<file path="src/rtl/tag_array_icache_if.sv">
// Lookup, refill-allocate and flush signal bundle between the I-cache
// pipeline (master) and the tag array (slave).
interface tag_array_icache_if #(
    parameter int unsigned TAG_WIDTH = 7,
    parameter int unsigned NUM_WAY   = 2,
    parameter int unsigned WAY_DEPTH = $clog2(NUM_WAY),
    parameter int unsigned NUM_SET   = 32,
    parameter int unsigned SET_DEPTH = $clog2(NUM_SET)
);
    logic                 r_req_valid_i;
    logic                 r_req_ready_o;
    logic [SET_DEPTH-1:0] r_req_setid_i;
    logic [TAG_WIDTH-1:0] r_req_tag_i;
    logic                 r_rsp_valid_o;
    logic                 cache_hit_o;
    logic [WAY_DEPTH-1:0] wayid_o;
    logic                 w_req_valid_i;
    logic [SET_DEPTH-1:0] w_req_setid_i;
    logic [TAG_WIDTH-1:0] w_req_tag_i;
    logic [WAY_DEPTH-1:0] w_victim_wayid_o;
    logic                 flush_i;
    logic                 flush_busy_o;

    modport master (
        output r_req_valid_i, r_req_setid_i, r_req_tag_i,
        output w_req_valid_i, w_req_setid_i, w_req_tag_i, flush_i,
        input  r_req_ready_o, r_rsp_valid_o, cache_hit_o, wayid_o,
        input  w_victim_wayid_o, flush_busy_o
    );

    modport slave (
        input  r_req_valid_i, r_req_setid_i, r_req_tag_i,
        input  w_req_valid_i, w_req_setid_i, w_req_tag_i, flush_i,
        output r_req_ready_o, r_rsp_valid_o, cache_hit_o, wayid_o,
        output w_victim_wayid_o, flush_busy_o
    );
endinterface

</file>
<file path="src/rtl/tag_array_icache.sv">
// I-cache tag/valid array: registered lookup, victim selection, set-by-set flush.
// Define ICACHE_TAG_PLRU_EN for tree pseudo-LRU replacement; default is round-robin.
module tag_array_icache #(
    parameter int unsigned TAG_WIDTH = 7,
    parameter int unsigned NUM_WAY   = 2,
    parameter int unsigned WAY_DEPTH = $clog2(NUM_WAY),
    parameter int unsigned NUM_SET   = 32,
    parameter int unsigned SET_DEPTH = $clog2(NUM_SET)
) (
    input  logic                 clk,
    input  logic                 rst,
    tag_array_icache_if.slave    bus
);

`ifdef ICACHE_TAG_PLRU_EN
    localparam int unsigned REPL_W = NUM_WAY - 1;
`else
    localparam int unsigned REPL_W = WAY_DEPTH;
`endif

    typedef enum logic {IDLE, FLUSH} state_t;

    state_t               state_q, state_d;
    logic [SET_DEPTH-1:0] cnt_q, cnt_d;

    logic [TAG_WIDTH-1:0] tag_q   [NUM_SET][NUM_WAY];
    logic [NUM_WAY-1:0]   valid_q [NUM_SET];
    logic [REPL_W-1:0]    repl_q  [NUM_SET];

    logic                 rsp_valid_q;
    logic                 hit_q;
    logic [WAY_DEPTH-1:0] way_q;

    logic                 idle_c;
    logic                 accept_c;
    logic                 refill_c;
    logic [NUM_WAY-1:0]   match_c;
    logic [WAY_DEPTH-1:0] hit_way_c;
    logic [NUM_WAY-1:0]   wvalid_c;
    logic                 all_valid_c;
    logic [WAY_DEPTH-1:0] inv_way_c;
    logic [WAY_DEPTH-1:0] victim_c;

`ifdef ICACHE_TAG_PLRU_EN
    // Walk the tree from the root; each node bit points toward the LRU half.
    function automatic logic [WAY_DEPTH-1:0] plru_leaf(input logic [REPL_W-1:0] bits);
        logic [NUM_WAY-1:0]   t;
        logic [WAY_DEPTH-1:0] node;
        logic [WAY_DEPTH-1:0] way;
        logic                 b;
        t    = {1'b0, bits};
        node = '0;
        way  = '0;
        for (int l = 0; l < int'(WAY_DEPTH); l++) begin
            b = t[node];
            way[WAY_DEPTH-1-l] = b;
            node = WAY_DEPTH'((32'(node) << 1) + 32'd1 + 32'(b));
        end
        return way;
    endfunction

    // Point every node on the path away from the accessed way (it becomes MRU).
    function automatic logic [REPL_W-1:0] plru_touch(input logic [REPL_W-1:0] bits,
                                                    input logic [WAY_DEPTH-1:0] way);
        logic [NUM_WAY-1:0]   t;
        logic [WAY_DEPTH-1:0] node;
        logic                 b;
        t    = {1'b0, bits};
        node = '0;
        for (int l = 0; l < int'(WAY_DEPTH); l++) begin
            b = way[WAY_DEPTH-1-l];
            t[node] = ~b;
            node = WAY_DEPTH'((32'(node) << 1) + 32'd1 + 32'(b));
        end
        return t[REPL_W-1:0];
    endfunction
`endif

    // Flush FSM state register
    always_ff @(posedge clk) begin
        if (rst) begin
            state_q <= IDLE;
            cnt_q   <= '0;
        end else begin
            state_q <= state_d;
            cnt_q   <= cnt_d;
        end
    end

    // Flush FSM next state and handshake decode
    always_comb begin
        state_d  = state_q;
        cnt_d    = cnt_q;
        idle_c   = 1'b0;
        accept_c = 1'b0;
        refill_c = 1'b0;
        case (state_q)
            IDLE: begin
                idle_c   = 1'b1;
                accept_c = bus.r_req_valid_i;
                refill_c = bus.w_req_valid_i && !bus.flush_i;
                if (bus.flush_i) begin
                    state_d = FLUSH;
                    cnt_d   = '0;
                end
            end
            FLUSH: begin
                cnt_d = SET_DEPTH'(cnt_q + 1'b1);
                if (cnt_q == SET_DEPTH'(NUM_SET - 1)) state_d = IDLE;
            end
            default: state_d = IDLE;
        endcase
    end

    // Tag compare; lowest matching way wins when duplicates exist
    always_comb begin
        match_c   = '0;
        hit_way_c = '0;
        for (int w = 0; w < int'(NUM_WAY); w++) begin
            match_c[w] = valid_q[bus.r_req_setid_i][w] &&
                         (tag_q[bus.r_req_setid_i][w] == bus.r_req_tag_i);
        end
        for (int w = int'(NUM_WAY) - 1; w >= 0; w--) begin
            if (match_c[w]) hit_way_c = WAY_DEPTH'(w);
        end
    end

    // Victim: lowest invalid way, else the replacement state's choice
    always_comb begin
        wvalid_c    = valid_q[bus.w_req_setid_i];
        all_valid_c = &wvalid_c;
        inv_way_c   = '0;
        for (int w = int'(NUM_WAY) - 1; w >= 0; w--) begin
            if (!wvalid_c[w]) inv_way_c = WAY_DEPTH'(w);
        end
`ifdef ICACHE_TAG_PLRU_EN
        victim_c = all_valid_c ? plru_leaf(repl_q[bus.w_req_setid_i]) : inv_way_c;
`else
        victim_c = all_valid_c ? repl_q[bus.w_req_setid_i] : inv_way_c;
`endif
    end

    // Valid bits, replacement state and registered lookup response
    always_ff @(posedge clk) begin
        if (rst) begin
            for (int s = 0; s < int'(NUM_SET); s++) begin
                valid_q[s] <= '0;
                repl_q[s]  <= '0;
            end
            rsp_valid_q <= 1'b0;
            hit_q       <= 1'b0;
            way_q       <= '0;
        end else begin
            rsp_valid_q <= accept_c;
            hit_q       <= accept_c && (|match_c);
            way_q       <= accept_c ? hit_way_c : '0;
`ifdef ICACHE_TAG_PLRU_EN
            if (accept_c && (|match_c))
                repl_q[bus.r_req_setid_i] <= plru_touch(repl_q[bus.r_req_setid_i], hit_way_c);
`endif
            // Refill update comes after the hit update so it wins on the same set
            if (refill_c) begin
                valid_q[bus.w_req_setid_i][victim_c] <= 1'b1;
`ifdef ICACHE_TAG_PLRU_EN
                repl_q[bus.w_req_setid_i] <= plru_touch(repl_q[bus.w_req_setid_i], victim_c);
`else
                if (all_valid_c)
                    repl_q[bus.w_req_setid_i] <= REPL_W'(repl_q[bus.w_req_setid_i] + 1'b1);
`endif
            end
            if (state_q == FLUSH) begin
                valid_q[cnt_q] <= '0;
                repl_q[cnt_q]  <= '0;
            end
        end
    end

    // Tag storage needs no reset; valid bits qualify it
    always_ff @(posedge clk) begin
        if (refill_c) tag_q[bus.w_req_setid_i][victim_c] <= bus.w_req_tag_i;
    end

    assign bus.r_req_ready_o    = idle_c;
    assign bus.r_rsp_valid_o    = rsp_valid_q;
    assign bus.cache_hit_o      = hit_q;
    assign bus.wayid_o          = way_q;
    assign bus.w_victim_wayid_o = victim_c;
    assign bus.flush_busy_o     = (state_q == FLUSH);

endmodule

</file>
<file path="src/flat_wrapper.sv">
// flat-port wrapper written by rule: the top's interface ports become plain ports
module tag_array_icache_flat 
#(
    parameter int unsigned TAG_WIDTH = 7,
    parameter int unsigned NUM_WAY   = 2,
    parameter int unsigned WAY_DEPTH = $clog2(NUM_WAY),
    parameter int unsigned NUM_SET   = 32,
    parameter int unsigned SET_DEPTH = $clog2(NUM_SET)
)
  (clk, rst, bus_r_req_valid_i, bus_r_req_setid_i, bus_r_req_tag_i, bus_w_req_valid_i, bus_w_req_setid_i, bus_w_req_tag_i, bus_flush_i, bus_r_req_ready_o, bus_r_rsp_valid_o, bus_cache_hit_o, bus_wayid_o, bus_w_victim_wayid_o, bus_flush_busy_o);
  tag_array_icache_if #(.TAG_WIDTH(TAG_WIDTH), .NUM_WAY(NUM_WAY), .WAY_DEPTH(WAY_DEPTH), .NUM_SET(NUM_SET), .SET_DEPTH(SET_DEPTH)) bus_i ();
  input  logic clk;
  input  logic rst;
  input wire logic [$bits(bus_i.r_req_valid_i)-1:0] bus_r_req_valid_i;
  input wire logic [$bits(bus_i.r_req_setid_i)-1:0] bus_r_req_setid_i;
  input wire logic [$bits(bus_i.r_req_tag_i)-1:0] bus_r_req_tag_i;
  input wire logic [$bits(bus_i.w_req_valid_i)-1:0] bus_w_req_valid_i;
  input wire logic [$bits(bus_i.w_req_setid_i)-1:0] bus_w_req_setid_i;
  input wire logic [$bits(bus_i.w_req_tag_i)-1:0] bus_w_req_tag_i;
  input wire logic [$bits(bus_i.flush_i)-1:0] bus_flush_i;
  output wire logic [$bits(bus_i.r_req_ready_o)-1:0] bus_r_req_ready_o;
  output wire logic [$bits(bus_i.r_rsp_valid_o)-1:0] bus_r_rsp_valid_o;
  output wire logic [$bits(bus_i.cache_hit_o)-1:0] bus_cache_hit_o;
  output wire logic [$bits(bus_i.wayid_o)-1:0] bus_wayid_o;
  output wire logic [$bits(bus_i.w_victim_wayid_o)-1:0] bus_w_victim_wayid_o;
  output wire logic [$bits(bus_i.flush_busy_o)-1:0] bus_flush_busy_o;
  assign bus_i.r_req_valid_i = bus_r_req_valid_i;
  assign bus_i.r_req_setid_i = bus_r_req_setid_i;
  assign bus_i.r_req_tag_i = bus_r_req_tag_i;
  assign bus_i.w_req_valid_i = bus_w_req_valid_i;
  assign bus_i.w_req_setid_i = bus_w_req_setid_i;
  assign bus_i.w_req_tag_i = bus_w_req_tag_i;
  assign bus_i.flush_i = bus_flush_i;
  assign bus_r_req_ready_o = bus_i.r_req_ready_o;
  assign bus_r_rsp_valid_o = bus_i.r_rsp_valid_o;
  assign bus_cache_hit_o = bus_i.cache_hit_o;
  assign bus_wayid_o = bus_i.wayid_o;
  assign bus_w_victim_wayid_o = bus_i.w_victim_wayid_o;
  assign bus_flush_busy_o = bus_i.flush_busy_o;
  tag_array_icache #(.TAG_WIDTH(TAG_WIDTH), .NUM_WAY(NUM_WAY), .WAY_DEPTH(WAY_DEPTH), .NUM_SET(NUM_SET), .SET_DEPTH(SET_DEPTH)) u_core (.clk(clk), .rst(rst), .bus(bus_i));
endmodule
</file>
<file path="config.mk">
export PLATFORM = sky130hd
export DESIGN_NAME = tag_array_icache_flat
export DESIGN_NICKNAME = d
export VERILOG_FILES = /design/src/rtl/tag_array_icache_if.sv /design/src/rtl/tag_array_icache.sv /design/src/flat_wrapper.sv
export SDC_FILE = /design/constraint.sdc
export NUM_CORES = 1
export LEC_CHECK = 0
export ABC_AREA = 0
export CAP_MARGIN = 20
export CELL_PAD_IN_SITES_DETAIL_PLACEMENT = 2
export CELL_PAD_IN_SITES_GLOBAL_PLACEMENT = 2
export CORE_ASPECT_RATIO = 0.7
export CORE_UTILIZATION = 24
export DETAILED_ROUTE_END_ITERATION = 10
export PLACE_DENSITY_LB_ADDON = 0.08
export SETUP_SLACK_MARGIN = 0.1
export SLEW_MARGIN = 10
export SYNTH_ARGS = -nofsm -noshare
export SYNTH_HDL_FRONTEND = slang
export SYNTH_SLANG_ARGS = --single-unit
</file>
<file path="constraint.sdc">
create_clock -name clk -period 3.9 [get_ports clk]
set_input_delay 0.78 -clock clk [delete_from_list [all_inputs] [get_ports clk]]
set_output_delay 0.78 -clock clk [all_outputs]
set_load 0.05 [all_outputs]
</file>
==> results of run 1 <==
-- sequential cells by signal (all words and copies together) (netlist names) --
name,flops
u_core.bus.r_rsp_valid_o,1
u_core.valid_q,64
u_core.bus.cache_hit_o,1
u_core.cnt_q,5
u_core.bus.wayid_o,1
u_core.tag_q,448
u_core.repl_q,32
u_core.bus.flush_busy_o,1
-- worst min-delay path, cell delays in order (launching register included) --
cell and delay [ps]:
dfxtp_1 360, o21ai_0 100, a21oi_1 60
-- report_power, final --
| part | switching (mW) | internal, mW | total [mW] |
|---|---|---|---|
| combinational | 0.700 | 0.419 | 1.12 |
| sequential | 0.0272 | 6.57 | 6.60 |
| clock | 2.49 | 3.02 | 5.52 |
-- through the flow --
| stage | hold slack (ps) | utilization, % | cells | instance area [um2] | setup slack [ps] |
|---|---|---|---|---|---|
| floorplan | 490 | - | 1411 | 23800 | 170 |
| global placement | 566 | 27.8 | 2908 | 27300 | -158 |
| detailed placement | 577 | 27.8 | 2909 | 27300 | -163 |
| CTS | 586 | 29.7 | 3018 | 29200 | 319 |
| global route | 634 | 29.7 | 3018 | 29200 | 169 |
| finish | 572 | 29.7 | 3019 | 29200 | 324 |
-- worst min path at each step --
| stage | start | to | slack (ps) | depth (start not counted) |
|---|---|---|---|---|
| floorplan | u_core.cnt_q[2] | u_core.cnt_q[2] | 490 | 2 |
| global placement | u_core.cnt_q[2] | u_core.cnt_q[2] | 570 | 2 |
| detailed placement | u_core.cnt_q[2] | u_core.cnt_q[2] | 580 | 2 |
| CTS | u_core.cnt_q[2] | u_core.cnt_q[2] | 590 | 2 |
| global route | bus_w_req_tag_i[2] | u_core.tag_q[10][2] | 630 | 1 |
| finish | u_core.cnt_q[2] | u_core.cnt_q[2] | 570 | 2 |
-- cell type report --
type | instances | area (um2)
multi-input combinational | 757 | 6810
antenna | 1 | 2.50
sequential | 553 | 16500
fill | 10100 | 69000
clock buffer | 80 | 1650
clock inverter | 29 | 189
tap | 1323 | 1660
inverter | 7 | 26.3
timing repair buffer | 269 | 2320
-- per-layer routing --
metal	vias to the layer above	GRT usage [%]	share of wire, %
li1	6063	-	-
met1	7733	28.8	54
met2	258	23.9	40
met3	70	2.64	3.9
met4	0	3.01	1.4
met5	-	0	0
-- layout by cell type, fill, tap and decap left out, types with 18 or more instances in the layout --
| cell type | n |
|---|---|
| clkbuf_16 | 62 |
| o21bai_1 | 96 |
| buf_4 | 216 |
| mux2i_1 | 53 |
| mux4_2 | 136 |
| clkdlybuf4s50_1 | 18 |
| a22oi_1 | 18 |
| edfxtp_1 | 544 |
| nor2_1 | 189 |
| nand2_1 | 91 |
| buf_12 | 22 |
-- kinds of logic (layout without fill, tap and decap cells) --
logic type,Yosys count,after routing,synth area share [%]
other,0,1,0
muxes,198,198,15.8
DFF,553,553,69.3
and+or+nand+nor,362,362,6.56
xor gates and xnor gates,12,12,0.441
AOI/OAI and AO/OA,183,183,5.67
buffers and inverters,101,385,2.15
adders and majority gates,2,2,0.105
==> impl_results.md, run 1 <==
- FF-to-FF setup slack: 650 ps
- First-pass GRT wire length: roughly 120,000 um
- GRT Total Usage: 17.5%
- Die Ht: approximately 270 um
- Final slew viol count: 0
- Worst R2R End: u_core.tag_q[15][13]
- Post-CTS Hold Fix Bufs: 0
- Synth cell count leaders: edfxtp_1, nor2_1, mux4_2
- CP Capture Type: output pin
- Peak VDD IR: 0.343 mV
- Warnings from Yosys: 0
- Drt drc: 0
- Count leader, synth: edfxtp_1
- Mapped Nets: about 1,400
- Static leakage: 9.54 nW
- Synth Flop Type: edfxtp_1
- Port bufs: 34
- CP startpoint kind: input port
- PwrDens: 454 nW/um2
- H-Tree Depth: 2
- Worst path slowest cell: clkdlybuf4s50_1
- Largest cells by area after synthesis: edfxtp_1, mux4_2, o21bai_1
- Setup TNS: 0 ps
- Average size of a mapped cell: 16.9 um2
- Die Area: 101,000 um2
- Critical Path Stages: 9
- Post-synth EDFFs: roughly 540
- Fraction of layout instances using a drive strength above 1: 28.7%
- Initial antenna violation count: 8
- Worst EP required: about 3100 ps
- Family with the most delay on the worst path: buffers and inverters
- Via density: 4.68
- Final Hold Fails: 0
- Max Freq: 280 MHz
- Vias: between 10,000 and 15,000
- CP cell instances: clkdlybuf4s50_1 -> buf_4 -> buf_4 -> nor3b_1 -> a22oi_1 -> and4_1 -> a21boi_2 -> buf_4 -> buf_12
- Post-CTS Setup Inserts: 0
- P&R area growth vs syn: 22.4%
- Final Setup Violations: 0
- Final Critical Period: 3580 ps
- Congestion Overflow GR: 0
- Clock Skew: just over 30 ps
- Outcome: completed
- Post-CTS sizing: 0
- CTS tree: yes
- Pin count of the biggest net entering global routing: 106
- DRT iter0 DRCs: around 1,100
- Final nets: 1,680
- ANT nets after route: 0
- Max-Cap Viols: 0
- Worst path buffer plus inverter count: 5
- WL per Instance: 28.9 um
- Number of global-route vias before repair: 15,100
- Post-Syn Area: 23,800 um2
- Placer Congestion: 0.765
- TritonCTS Sinks: 553
- Clk_lat worst skew: 650 ps
- IO Pins: 35
- Total Routed Length: 87,200 um
- Initial core utilization: 24.3%
- Asr flop ratio synth: 0%
- CP dominant cell by count: buf_4
- Clk root buf: clkbuf_16
- Site Rows: 96
- Clock Path Buffers: 3
- Die W: 379 um
- Crit Path Max Fanout: 7
- R2R depth: 11
- Yosys cell types: 63
- Area share of the largest cell type after synthesis: 68.6%
- Final worst-path cycle share: 91.7%
- Worst setup path start: bus_w_req_setid_i[2]
- DP HPWL: slightly above 60,000 um
- Type of the worst setup path: in2out
- Arrival time worst endpoint: 2800 ps
- Sequential fraction of the synthesis area: 69.3%
- Hold crit path type: reg2reg
- Reg clk slew, reported paths: 60 ps
- Area leader, netlist: edfxtp_1
- Slew Limit Headroom: 26.3%
- Flops & latches, synth: 553
- Worst setup endpoint: bus_w_victim_wayid_o
- Drt first pass iters: 4
- Crit path largest cell delay: 460 ps
- RSZ-0062 raised after global routing: no
- Worst r2r src: u_core.valid_q[23][0]
- CTS buffer count: 61
- Core footprint: approximately 98,000 um2
- Actual slew at the worst max-slew pin: between 1000 and 1500 ps
- Cells after synthesis: 1,411
- Total chip power: 13.2 mW
No activity file was read; power rests on OpenSTA's default activity.
==> run 2, diff against run 1 <==
--- a/config.mk
+++ b/config.mk
@@ -12,6 +12,7 @@
 export CORE_ASPECT_RATIO = 0.7
 export CORE_UTILIZATION = 24
 export DETAILED_ROUTE_END_ITERATION = 10
+export HOLD_SLACK_MARGIN = 0.12
 export PLACE_DENSITY_LB_ADDON = 0.08
 export SETUP_SLACK_MARGIN = 0.1
 export SLEW_MARGIN = 10
==> results of run 2 <==
The final DEF is identical to that of run 1; final timing and power are the same.
